**config.mk**
```make
export PLATFORM = sky130hd
export DESIGN_NAME = multicycle_control_unit
export DESIGN_NICKNAME = d
export VERILOG_FILES = /design/src/rtl/mips_ctrl_pkg.sv /design/src/rtl/instr_decoder.sv /design/src/rtl/multicycle_control_unit.sv
export SDC_FILE = /design/constraint.sdc
export NUM_CORES = 1
export LEC_CHECK = 0
export BUFFER_PORTS_ARGS = -buffer_cell sky130_fd_sc_hd__clkbuf_2
export CAP_MARGIN = 0
export CORE_MARGIN = 2
export CORE_UTILIZATION = 47
export DETAILED_ROUTE_END_ITERATION = 8
export GPL_TIMING_DRIVEN = 0
export PLACE_DENSITY = 0.8
export SLEW_MARGIN = 25
export SYNTH_ARGS = -nofsm -noshare
export SYNTH_HDL_FRONTEND = slang
export SYNTH_SLANG_ARGS = --single-unit
```
**constraint.sdc**
```tcl
create_clock -name clk -period 1.9 [get_ports clk]
set_input_delay 0.095 -clock clk [delete_from_list [all_inputs] [get_ports clk]]
set_output_delay 0.095 -clock clk [all_outputs]
set_load 0.03 [all_outputs]
```
**src/rtl/mips_ctrl_pkg.sv**
```systemverilog
// Shared encodings for the multi-cycle MIPS control unit: opcodes, functs,
// ALU and PC-select codes, FSM state encoding, trap causes.
package mips_ctrl_pkg;

  // Primary opcodes
  localparam logic [5:0] OP_RTYPE = 6'b000000;
  localparam logic [5:0] OP_J     = 6'b000010;
  localparam logic [5:0] OP_BEQ   = 6'b000100;
  localparam logic [5:0] OP_BNE   = 6'b000101;
  localparam logic [5:0] OP_ADDI  = 6'b001000;
  localparam logic [5:0] OP_ADDIU = 6'b001001;
  localparam logic [5:0] OP_SLTI  = 6'b001010;
  localparam logic [5:0] OP_ANDI  = 6'b001100;
  localparam logic [5:0] OP_ORI   = 6'b001101;
  localparam logic [5:0] OP_LUI   = 6'b001111;
  localparam logic [5:0] OP_LW    = 6'b100011;
  localparam logic [5:0] OP_SB    = 6'b101000;
  localparam logic [5:0] OP_SH    = 6'b101001;
  localparam logic [5:0] OP_SW    = 6'b101011;

  // R-type functs
  localparam logic [5:0] FN_SLL  = 6'b000000;
  localparam logic [5:0] FN_SRL  = 6'b000010;
  localparam logic [5:0] FN_SRA  = 6'b000011;
  localparam logic [5:0] FN_JR   = 6'b001000;
  localparam logic [5:0] FN_ADD  = 6'b100000;
  localparam logic [5:0] FN_ADDU = 6'b100001;
  localparam logic [5:0] FN_SUB  = 6'b100010;
  localparam logic [5:0] FN_SUBU = 6'b100011;
  localparam logic [5:0] FN_AND  = 6'b100100;
  localparam logic [5:0] FN_OR   = 6'b100101;
  localparam logic [5:0] FN_XOR  = 6'b100110;
  localparam logic [5:0] FN_NOR  = 6'b100111;
  localparam logic [5:0] FN_SLT  = 6'b101010;

  // ALU operation codes
  localparam logic [3:0] ALU_AND  = 4'b0000;
  localparam logic [3:0] ALU_OR   = 4'b0001;
  localparam logic [3:0] ALU_XOR  = 4'b0010;
  localparam logic [3:0] ALU_NOR  = 4'b0011;
  localparam logic [3:0] ALU_ADDU = 4'b0100;
  localparam logic [3:0] ALU_ADD  = 4'b0101;
  localparam logic [3:0] ALU_SUBU = 4'b0110;
  localparam logic [3:0] ALU_SUB  = 4'b0111;
  localparam logic [3:0] ALU_SLT  = 4'b1000;
  localparam logic [3:0] ALU_SLL  = 4'b1001;
  localparam logic [3:0] ALU_SRL  = 4'b1010;
  localparam logic [3:0] ALU_SRA  = 4'b1011;
  localparam logic [3:0] ALU_INV  = 4'b1111;

  // Next-PC source select
  localparam logic [2:0] PC_PLUS4  = 3'b000;
  localparam logic [2:0] PC_JUMP   = 3'b001;
  localparam logic [2:0] PC_JR     = 3'b010;
  localparam logic [2:0] PC_BRANCH = 3'b011;
  localparam logic [2:0] PC_TRAP   = 3'b100;

  // Trap causes
  localparam logic [1:0] CAUSE_NONE    = 2'b00;
  localparam logic [1:0] CAUSE_ILLEGAL = 2'b01;
  localparam logic [1:0] CAUSE_TIMEOUT = 2'b10;

  typedef enum logic [2:0] {
    ST_FETCH  = 3'b000,
    ST_DECODE = 3'b001,
    ST_EXEC   = 3'b010,
    ST_MEM    = 3'b011,
    ST_WB     = 3'b100,
    ST_TRAP   = 3'b101
  } state_t;

  // Instruction classes as seen by the sequencer
  typedef enum logic [2:0] {
    CLS_R     = 3'd0,
    CLS_IMM   = 3'd1,
    CLS_J     = 3'd2,
    CLS_JR    = 3'd3,
    CLS_BEQ   = 3'd4,
    CLS_BNE   = 3'd5,
    CLS_LOAD  = 3'd6,
    CLS_STORE = 3'd7
  } iclass_t;

endpackage

```
**src/rtl/instr_decoder.sv**
```systemverilog
// Pure combinational IR decode: class, ALU op, shift amount, store byte mask
// and an illegal-instruction flag.
module instr_decoder
  import mips_ctrl_pkg::*;
#(
  parameter int SHAMT_W = 5
) (
  input  logic [31:0]        ir,
  output logic [2:0]         cls,
  output logic [3:0]         alu_ctrl,
  output logic [SHAMT_W-1:0] shamt,
  output logic [3:0]         st_mask,
  output logic               illegal
);

  logic [5:0] op;
  logic [5:0] fn;

  assign op = ir[31:26];
  assign fn = ir[5:0];

  // Opcode/funct table; unknown encodings raise illegal
  always_comb begin
    cls      = CLS_R;
    alu_ctrl = ALU_INV;
    shamt    = '0;
    st_mask  = 4'b0000;
    illegal  = 1'b0;
    case (op)
      OP_RTYPE: begin
        case (fn)
          FN_ADD:  alu_ctrl = ALU_ADD;
          FN_ADDU: alu_ctrl = ALU_ADDU;
          FN_SUB:  alu_ctrl = ALU_SUB;
          FN_SUBU: alu_ctrl = ALU_SUBU;
          FN_AND:  alu_ctrl = ALU_AND;
          FN_OR:   alu_ctrl = ALU_OR;
          FN_XOR:  alu_ctrl = ALU_XOR;
          FN_NOR:  alu_ctrl = ALU_NOR;
          FN_SLT:  alu_ctrl = ALU_SLT;
          FN_SLL: begin
            alu_ctrl = ALU_SLL;
            shamt    = SHAMT_W'(ir[10:6]);
          end
          FN_SRL: begin
            alu_ctrl = ALU_SRL;
            shamt    = SHAMT_W'(ir[10:6]);
          end
          FN_SRA: begin
            alu_ctrl = ALU_SRA;
            shamt    = SHAMT_W'(ir[10:6]);
          end
          FN_JR:   cls = CLS_JR;
          default: illegal = 1'b1;
        endcase
      end
      OP_J:   cls = CLS_J;
      // Branch compare is a wrap-around subtract; only alu_zero matters
      OP_BEQ: begin cls = CLS_BEQ; alu_ctrl = ALU_SUBU; end
      OP_BNE: begin cls = CLS_BNE; alu_ctrl = ALU_SUBU; end
      OP_ADDI:  begin cls = CLS_IMM; alu_ctrl = ALU_ADD;  end
      OP_ADDIU: begin cls = CLS_IMM; alu_ctrl = ALU_ADDU; end
      OP_SLTI:  begin cls = CLS_IMM; alu_ctrl = ALU_SLT;  end
      OP_ANDI:  begin cls = CLS_IMM; alu_ctrl = ALU_AND;  end
      OP_ORI:   begin cls = CLS_IMM; alu_ctrl = ALU_OR;   end
      // LUI: the datapath presents the pre-shifted immediate; ALU ORs it with $0
      OP_LUI:   begin cls = CLS_IMM; alu_ctrl = ALU_OR;   end
      OP_LW: begin cls = CLS_LOAD;  alu_ctrl = ALU_ADD; end
      OP_SW: begin cls = CLS_STORE; alu_ctrl = ALU_ADD; st_mask = 4'b1111; end
      OP_SH: begin cls = CLS_STORE; alu_ctrl = ALU_ADD; st_mask = 4'b0011; end
      OP_SB: begin cls = CLS_STORE; alu_ctrl = ALU_ADD; st_mask = 4'b0001; end
      default: illegal = 1'b1;
    endcase
  end

endmodule

```
**src/rtl/multicycle_control_unit.sv**
```systemverilog
// Multi-cycle control unit: FETCH/DECODE/EXEC/MEM/WB/TRAP sequencer with the
// instruction register, unified-memory req/ready handshake and bus watchdog.
module multicycle_control_unit
  import mips_ctrl_pkg::*;
#(
  parameter int MEM_TIMEOUT = 0,
  parameter bit TRAP_EN     = 1'b1,
  parameter int SHAMT_W     = 5
) (
  input  logic               clk,
  input  logic               rst,
  input  logic [31:0]        mem_rdata,
  input  logic               mem_ready,
  input  logic               alu_zero,
  output logic               mem_req,
  output logic               mem_is_instr,
  output logic [3:0]         data_mem_wren,
  output logic [31:0]        instr,
  output logic               ir_wren,
  output logic               pc_wren,
  output logic [2:0]         pc_control,
  output logic               reg_file_wren,
  output logic               reg_file_dmux_select,
  output logic               reg_file_rmux_select,
  output logic               alu_mux_select,
  output logic [3:0]         alu_control,
  output logic [SHAMT_W-1:0] alu_shamt,
  output logic               exc,
  output logic [1:0]         exc_cause,
  output logic [2:0]         state
);

  localparam int CNT_W = (MEM_TIMEOUT > 1) ? $clog2(MEM_TIMEOUT + 1) : 1;
  localparam logic [CNT_W-1:0] TMO_LAST = CNT_W'((MEM_TIMEOUT > 0) ? MEM_TIMEOUT - 1 : 0);

  state_t             st_q, st_d;
  logic [31:0]        ir_q;
  logic [CNT_W-1:0]   wd_cnt;
  logic [1:0]         cause_q, cause_d;
  logic               timeout;

  logic [2:0]         dec_cls;
  logic [3:0]         dec_alu;
  logic [SHAMT_W-1:0] dec_shamt;
  logic [3:0]         dec_mask;
  logic               dec_ill;

  instr_decoder #(.SHAMT_W(SHAMT_W)) u_dec (
    .ir       (ir_q),
    .cls      (dec_cls),
    .alu_ctrl (dec_alu),
    .shamt    (dec_shamt),
    .st_mask  (dec_mask),
    .illegal  (dec_ill)
  );

  // Watchdog fires on the cycle whose stall would bring the count to MEM_TIMEOUT;
  // a same-cycle mem_ready is excluded so the completed access wins
  assign timeout = (MEM_TIMEOUT != 0) && (st_q == ST_FETCH || st_q == ST_MEM) &&
                   !mem_ready && (wd_cnt == TMO_LAST);

  // State, IR and trap-cause registers
  always_ff @(posedge clk) begin
    if (rst) begin
      st_q    <= ST_FETCH;
      ir_q    <= '0;
      cause_q <= CAUSE_NONE;
    end else begin
      st_q    <= st_d;
      cause_q <= cause_d;
      if (ir_wren) ir_q <= mem_rdata;
    end
  end

  // Stall counter: cleared on every state change, counts unanswered requests
  always_ff @(posedge clk) begin
    if (rst || st_d != st_q)
      wd_cnt <= '0;
    else if (MEM_TIMEOUT != 0 && mem_req && !mem_ready)
      wd_cnt <= wd_cnt + 1'b1;
  end

  // Next-state and output decode; everything is held at 0 while rst is high
  always_comb begin
    st_d                 = st_q;
    cause_d              = cause_q;
    mem_req              = 1'b0;
    mem_is_instr         = 1'b0;
    data_mem_wren        = 4'b0000;
    instr                = '0;
    ir_wren              = 1'b0;
    pc_wren              = 1'b0;
    pc_control           = PC_PLUS4;
    reg_file_wren        = 1'b0;
    reg_file_dmux_select = 1'b0;
    reg_file_rmux_select = 1'b0;
    alu_mux_select       = 1'b0;
    alu_control          = 4'b0000;
    alu_shamt            = '0;
    exc                  = 1'b0;
    exc_cause            = 2'b00;
    state                = 3'b000;
    if (!rst) begin
      instr     = ir_q;
      exc_cause = cause_q;
      state     = st_q;
      case (st_q)
        ST_FETCH: begin
          mem_req      = 1'b1;
          mem_is_instr = 1'b1;
          if (mem_ready) begin
            ir_wren = 1'b1;
            pc_wren = 1'b1;
            st_d    = ST_DECODE;
          end else if (timeout) begin
            st_d    = ST_TRAP;
            cause_d = CAUSE_TIMEOUT;
          end
        end
        ST_DECODE: begin
          if (dec_ill) begin
            if (TRAP_EN) begin
              st_d    = ST_TRAP;
              cause_d = CAUSE_ILLEGAL;
            end else begin
              st_d = ST_FETCH;
            end
          end else if (dec_cls == CLS_J) begin
            pc_wren    = 1'b1;
            pc_control = PC_JUMP;
            st_d       = ST_FETCH;
          end else if (dec_cls == CLS_JR) begin
            pc_wren    = 1'b1;
            pc_control = PC_JR;
            st_d       = ST_FETCH;
          end else begin
            st_d = ST_EXEC;
          end
        end
        ST_EXEC: begin
          alu_control    = dec_alu;
          alu_shamt      = dec_shamt;
          alu_mux_select = (dec_cls != CLS_R);
          case (dec_cls)
            CLS_BEQ, CLS_BNE: begin
              if (alu_zero == (dec_cls == CLS_BEQ)) begin
                pc_wren    = 1'b1;
                pc_control = PC_BRANCH;
              end
              st_d = ST_FETCH;
            end
            CLS_LOAD, CLS_STORE: st_d = ST_MEM;
            default:             st_d = ST_WB;
          endcase
        end
        ST_MEM: begin
          mem_req       = 1'b1;
          data_mem_wren = dec_mask;
          if (mem_ready) begin
            st_d = (dec_cls == CLS_LOAD) ? ST_WB : ST_FETCH;
          end else if (timeout) begin
            st_d    = ST_TRAP;
            cause_d = CAUSE_TIMEOUT;
          end
        end
        ST_WB: begin
          reg_file_wren        = 1'b1;
          reg_file_dmux_select = (dec_cls != CLS_LOAD);
          reg_file_rmux_select = (dec_cls == CLS_R);
          st_d                 = ST_FETCH;
        end
        ST_TRAP: begin
          pc_wren    = 1'b1;
          pc_control = PC_TRAP;
          exc        = 1'b1;
          st_d       = ST_FETCH;
        end
        default: st_d = ST_FETCH;
      endcase
    end
  end

endmodule
```
[After elaboration in Yosys (flattened, before gate mapping)]
Cells that the tools add are included.
Word-level totals
  register bits: 36
  input port bits: 36
  output and inout port bits: 62
Operators by class
  equal/unequal tests: 40
  multiplexer cells: 57
  reduce and logical (&&, ||, !) cells: 18
Operators with widths (number)
  6-bit equality test (second input constant): 13
  4-bit case mux with 12 select lines: 1
  6-bit by 4-bit equality test with 1-bit output (second input constant): 7
  32-bit 2-to-1 mux: 1
  4-bit case mux with 7 select lines: 1
  13-bit OR reduction: 2
  1-bit 2-to-1 mux: 25
  3-bit case mux with 7 select lines: 1
  5-bit 2-to-1 mux: 4
  3-bit equality test (second input constant): 6
  6-bit by 2-bit equality test with 1-bit output (second input constant): 3
  3-bit 2-to-1 mux: 6
  2-bit 2-to-1 mux: 8
  4-bit 2-to-1 mux: 4
  3-bit by 2-bit equality test with 1-bit output (second input constant): 4
  6-bit by 3-bit equality test with 1-bit output (second input constant): 2
  6-bit zero test: 2
  3-bit case mux with 4 select lines: 1
  4-bit case mux with 3 select lines: 1
  2-bit OR reduction: 5
  3-bit case mux with 3 select lines: 1
  3-bit zero test: 2
  3-bit case mux with 2 select lines: 1
  3-bit OR reduction: 2
  10 further kinds: 12

[Logic depth before layout (Yosys ltp)]
  depth after elaboration: 9
  gate-level depth with buffers: 6
  depth with buffers taken out: 5

[Hierarchy]
From an unflattened synthesis, not the netlist that was laid out.
Unflattened totals
  cells, all modules: 288
  area total of the unflattened synthesis: 2578.7 µm²
By module, submodules not included
  multicycle_control_unit: times used 1, cells an instance 191, area an instance 1970.6 µm², seq. area each 720.7 µm²
  instr_decoder: times used 1, cells an instance 97, area an instance 608.1 µm², seq. area each 0.0 µm²

[Worst setup path before layout]
OpenSTA, ideal clock, no wires.
  path type: register to register
  start: reg st_q[2]
  end: reg ir_q[23]
  library setup time: 0.121 ns
  data arrival time: 2.411 ns
  setup slack: -0.632 ns
  stages on the path, launching flop included: 6
  clock period less this slack: 2.532 ns
  cells stage by stage: dfxtp_1 -> nor4_1 -> and2_1 -> buf_2 -> buf_2 -> mux2_2
Between the ends
  cells in the longest elaborated chain, start to end: 3
Ends and longest elaborated chain
  from (decl): line multicycle_control_unit.sv:36  | state_t st_q, st_d;
  from (signal assigned): line multicycle_control_unit.sv:69  | st_q <= st_d;
  3-bit zero test: line multicycle_control_unit.sv:107  | case (st_q)
  1-bit 2-to-1 mux: line multicycle_control_unit.sv:107
  1-bit 2-to-1 mux: line multicycle_control_unit.sv:103  | if (!rst) begin
  net ir_wren: line multicycle_control_unit.sv:19  | output logic ir_wren,
  to (signal assigned): line multicycle_control_unit.sv:71  | if (ir_wren) ir_q <= mem_rdata;
  to (decl): line multicycle_control_unit.sv:37  | logic [31:0] ir_q;
The timed path passes the listed nets, and every way through them passes these cells.
A chain may end at the register's enable or synchronous reset.

[Final worst setup path]
  start: reg ir_q[31]
  end: out pc_wren
Between the ends
  cells in the longest elaborated chain, start to end: 9
  elaborated cells on any way between the ends: 32
  classes of those cells: eq/ne: 18; mux: 9; reduce/logical: 5
Ends and longest elaborated chain
  6-bit by 4-bit equality test with 1-bit output / 6-bit equality test (equally long branches): line instr_decoder.sv:29  | case (op)
  6-bit OR reduction (no line) / 3-bit OR reduction (equally long branches)
  3-bit case mux with 7 select lines: line instr_decoder.sv:29
  3-bit equality test / 3-bit by 2-bit equality test with 1-bit output (equally long branches): line multicycle_control_unit.sv:144, multicycle_control_unit.sv:146, multicycle_control_unit.sv:132
  1-bit equality test / 1-bit 2-to-1 mux (equally long branches): line multicycle_control_unit.sv:146, multicycle_control_unit.sv:132
  1-bit 2-to-1 mux (on tied branches): line multicycle_control_unit.sv:146, multicycle_control_unit.sv:128
  1-bit 2-to-1 mux (on tied branches): line multicycle_control_unit.sv:144, multicycle_control_unit.sv:121
  1-bit case mux with 4 select lines *: line multicycle_control_unit.sv:107
  1-bit 2-to-1 mux *: line multicycle_control_unit.sv:103
  to (decl): line multicycle_control_unit.sv:20  | output logic pc_wren,
Every way passes the cells marked *; elsewhere a longest branch is shown, timed or not.

==> flow_summary.ini <==
[route]
drtIter0Drc = 247
dr.pass1.iters = 4
drt-total-wl_um = 6140
drc = 0
dr_total_vias = 2372
via_per_inst = 5.59
antenna_left = 0
wl_per_cell_um = 14.5

[outcome]
violations = setup timing
status = finished with violations

[power_and_ir_drop]
power_density_nw_per_um2 = 950
p_seq_share_pct = 32.8
pwr-share-clk_pct = 17.4
intPower_mw = 1.83
net-switching-power_mw = 1.23
power.leakage_nw = 1.51
power_mw = 3.05
combPwrFrac_pct = 49.7
netSwitchingFraction_pct = 40.1
vdd_ir_drop_max_v = 0.000570

[clock_tree]
cts_root_buf = clkbuf_8
cts_buffers = 5
cts_tree = built
clk_latency_ps = 290
path_clk_slew_ps = 80
clkSinkCount = 36
cts_max_path_buffers = 2
htreeDepth = 2

[synth]
post_synth.cell_area_avg_um2 = 8.58
syn-cell-area_um2 = 2200
ys_ff_latch = 36
async_reset_ff_share_pct = 0
syn-num-nets = 293
synthFlopType = dfxtp_1
synth_cell_types = 49
ys_warn_count = 0
yosysSeqAreaShare_pct = 32.7
synth_edf_count = 0
synth_cells = 257

[global_route]
track_usage_pct = 22.1
grt_pass1_wl_um = 9200
antenna_found_initial = 0
grt_max_degree = 13
overflow = 0
grt_pass1_vias = 2080

[final_layout]
stdcell_count = 424
antennaDiodeCount = 0
area_growth_pct = 45.9
final_nets = 407
fillCellCount = 352
drive_gt1_share_pct = 54.8

[floorplanning]
num_io_pins = 98
dieArea_um2 = 5250
dieHeight_um = 72.5
initial_core_util_pct = 49.6
core_um2 = 4440
die_w_um = 72.5
num_rows = 24

[worst_setup_path]
cp-start-kind = register
critPathKind = reg -> out
arrival_ps = 2260
cp_data_required_time_ps = 1800
crit_path_end_kind = output pin
cp_max_fo = 10

[timing]
slew_violations = 0
post-route-period-util_pct = 124
period_minus_slack_ps = 2360
rsz0062_at_grt = true
timing.slew.headroom_pct = 57.1
finClkSkew_ps = 6.61
setup_viol = 17
worst_pin_slew_ps = 643
fmax_mhz = 424
worst_slack_ps = -457
hold_violations = 0

[placed_design]
port_buffers = 96
dp_hpwl_um = 4280
place.gp.congestion = 0.885
dp.cells = 405
pre_cts_slack_ps = -340

[run]
drv_cap = 0

[worst_hold_path]
hold_class = in -> reg
[logic make-up after synthesis]
family / share of synthesized area (%)
adder cells (fa/ha/maj): 0.454
other: 0.170
XOR/XNOR: 0.795
buffers and inverters: 6.47
multiplexers: 17.3
flip-flops: 32.7
AND/OR/NAND/NOR: 29.6
AO/OA/AOI/OAI: 12.5
[placed cells by master, fill, tap and decap left out, drive strengths merged, types with 3 or more instances in the layout]
cell,instances
clkbuf,95
buf,38
dfxtp,36
mux2,33
nor2b,32
nor2,22
a21oi,12
inv,8
nand2b,8
and2,8
nor3,8
nand2,7
nand3,7
o21ai,6
nand4,5
or3,4
nor4,4
o31ai,3
and4b,3
clkinv,3
[flip-flops by register name (all words and copies together), names as in the netlist]
signal / flops
cause_q: 1
st_q: 3
ir_q: 32
[stage by stage]
step	hold WS (ps)	util, %	TNS [ps]	instance area, um2
final	26.4	72.4	-3180	3220
after global routing	14.4	72.4	-4780	3220
after CTS	21.4	67.0	-2780	2980
after detailed placement	325	62.7	-1620	2790
after global placement	321	62.7	-1350	2790
after floorplan	241	-	-388	2240
[power groups by stage]
| stage | clock network (mW) | logic [mW] | registers (mW) |
|---|---|---|---|
| CTS | 0.550 | 1.34 | 0.984 |
| detailed placement | 0 | 1.28 | 0.987 |
| floorplan | 0 | 1.00 | 0.966 |
| finish | 0.533 | 1.52 | 1.00 |
| global placement | 0 | 1.26 | 0.982 |
| global route | 0.586 | 1.63 | 1.02 |
[final cells by class]
| type | instances | area [um2] | share of cell area, % |
|---|---|---|---|
| tap | 52 | 65.1 | 2.02 |
| clock inverter | 3 | 18.8 | 0.584 |
| inverter | 8 | 30.0 | 0.934 |
| buffer | 20 | 139 | 4.32 |
| multi-input combinational | 192 | 1520 | 47.2 |
| clock buffer | 5 | 68.8 | 2.14 |
| sequential | 36 | 733 | 22.8 |
| timing repair buffer | 108 | 644 | 20.0 |
[path summary, 6_finish.rpt]
path                        endpoint                    start  depth (start not counted)  slack (ps)
max                          pc_wren    ir_q[31]$_SDFFE_PP0P_                          5        -460
min            ir_q[14]$_SDFFE_PP0P_            mem_rdata[14]                          2          30
max reg2reg  cause_q[0]$_SDFFE_PP0P_    ir_q[28]$_SDFFE_PP0P_                          9         -60
min reg2reg  cause_q[0]$_SDFFE_PP0P_  cause_q[0]$_SDFFE_PP0P_                          2         590
[timing repair]
action / 4_1_cts / 5_1_grt
pin swaps: 3 / 17
endpoints found under the setup margin: 22 / 23
buffers inserted: 3 / 9
hold buffers: 0 / 0
gates resized for setup: 29 / 74
[Yosys cell counts, drive strengths merged (7+ instances only)]
cell	number	share of area, %
a21oi	12	2.7
and2	8	2.3
buf	14	3.9
clkbuf	7	1.2
dfxtp	36	33
inv	8	1.4
mux2	33	17
nand2	7	1.2
nand2b	8	2.3
nand3	7	1.6
nor2	22	3.7
nor2b	32	9.1
nor3	8	1.8
[worst max-delay path, stage by stage (launching register included)]
cell and delay, ps:
dfxtp_1 360, buf_4 190, or4_1 520, a2111o_1 460, a311oi_4 240, clkbuf_8 200
[metal layers]
metal  track usage, %  share of wire (%)  up-vias
met4             7.41                1.3        0
li1                 -                  -     1140
met3             6.53                9.4        9
met1             28.1                 42     1104
met5                0                  0        -
met2             35.9                 48      119
Power figures use the tool's default switching activity.
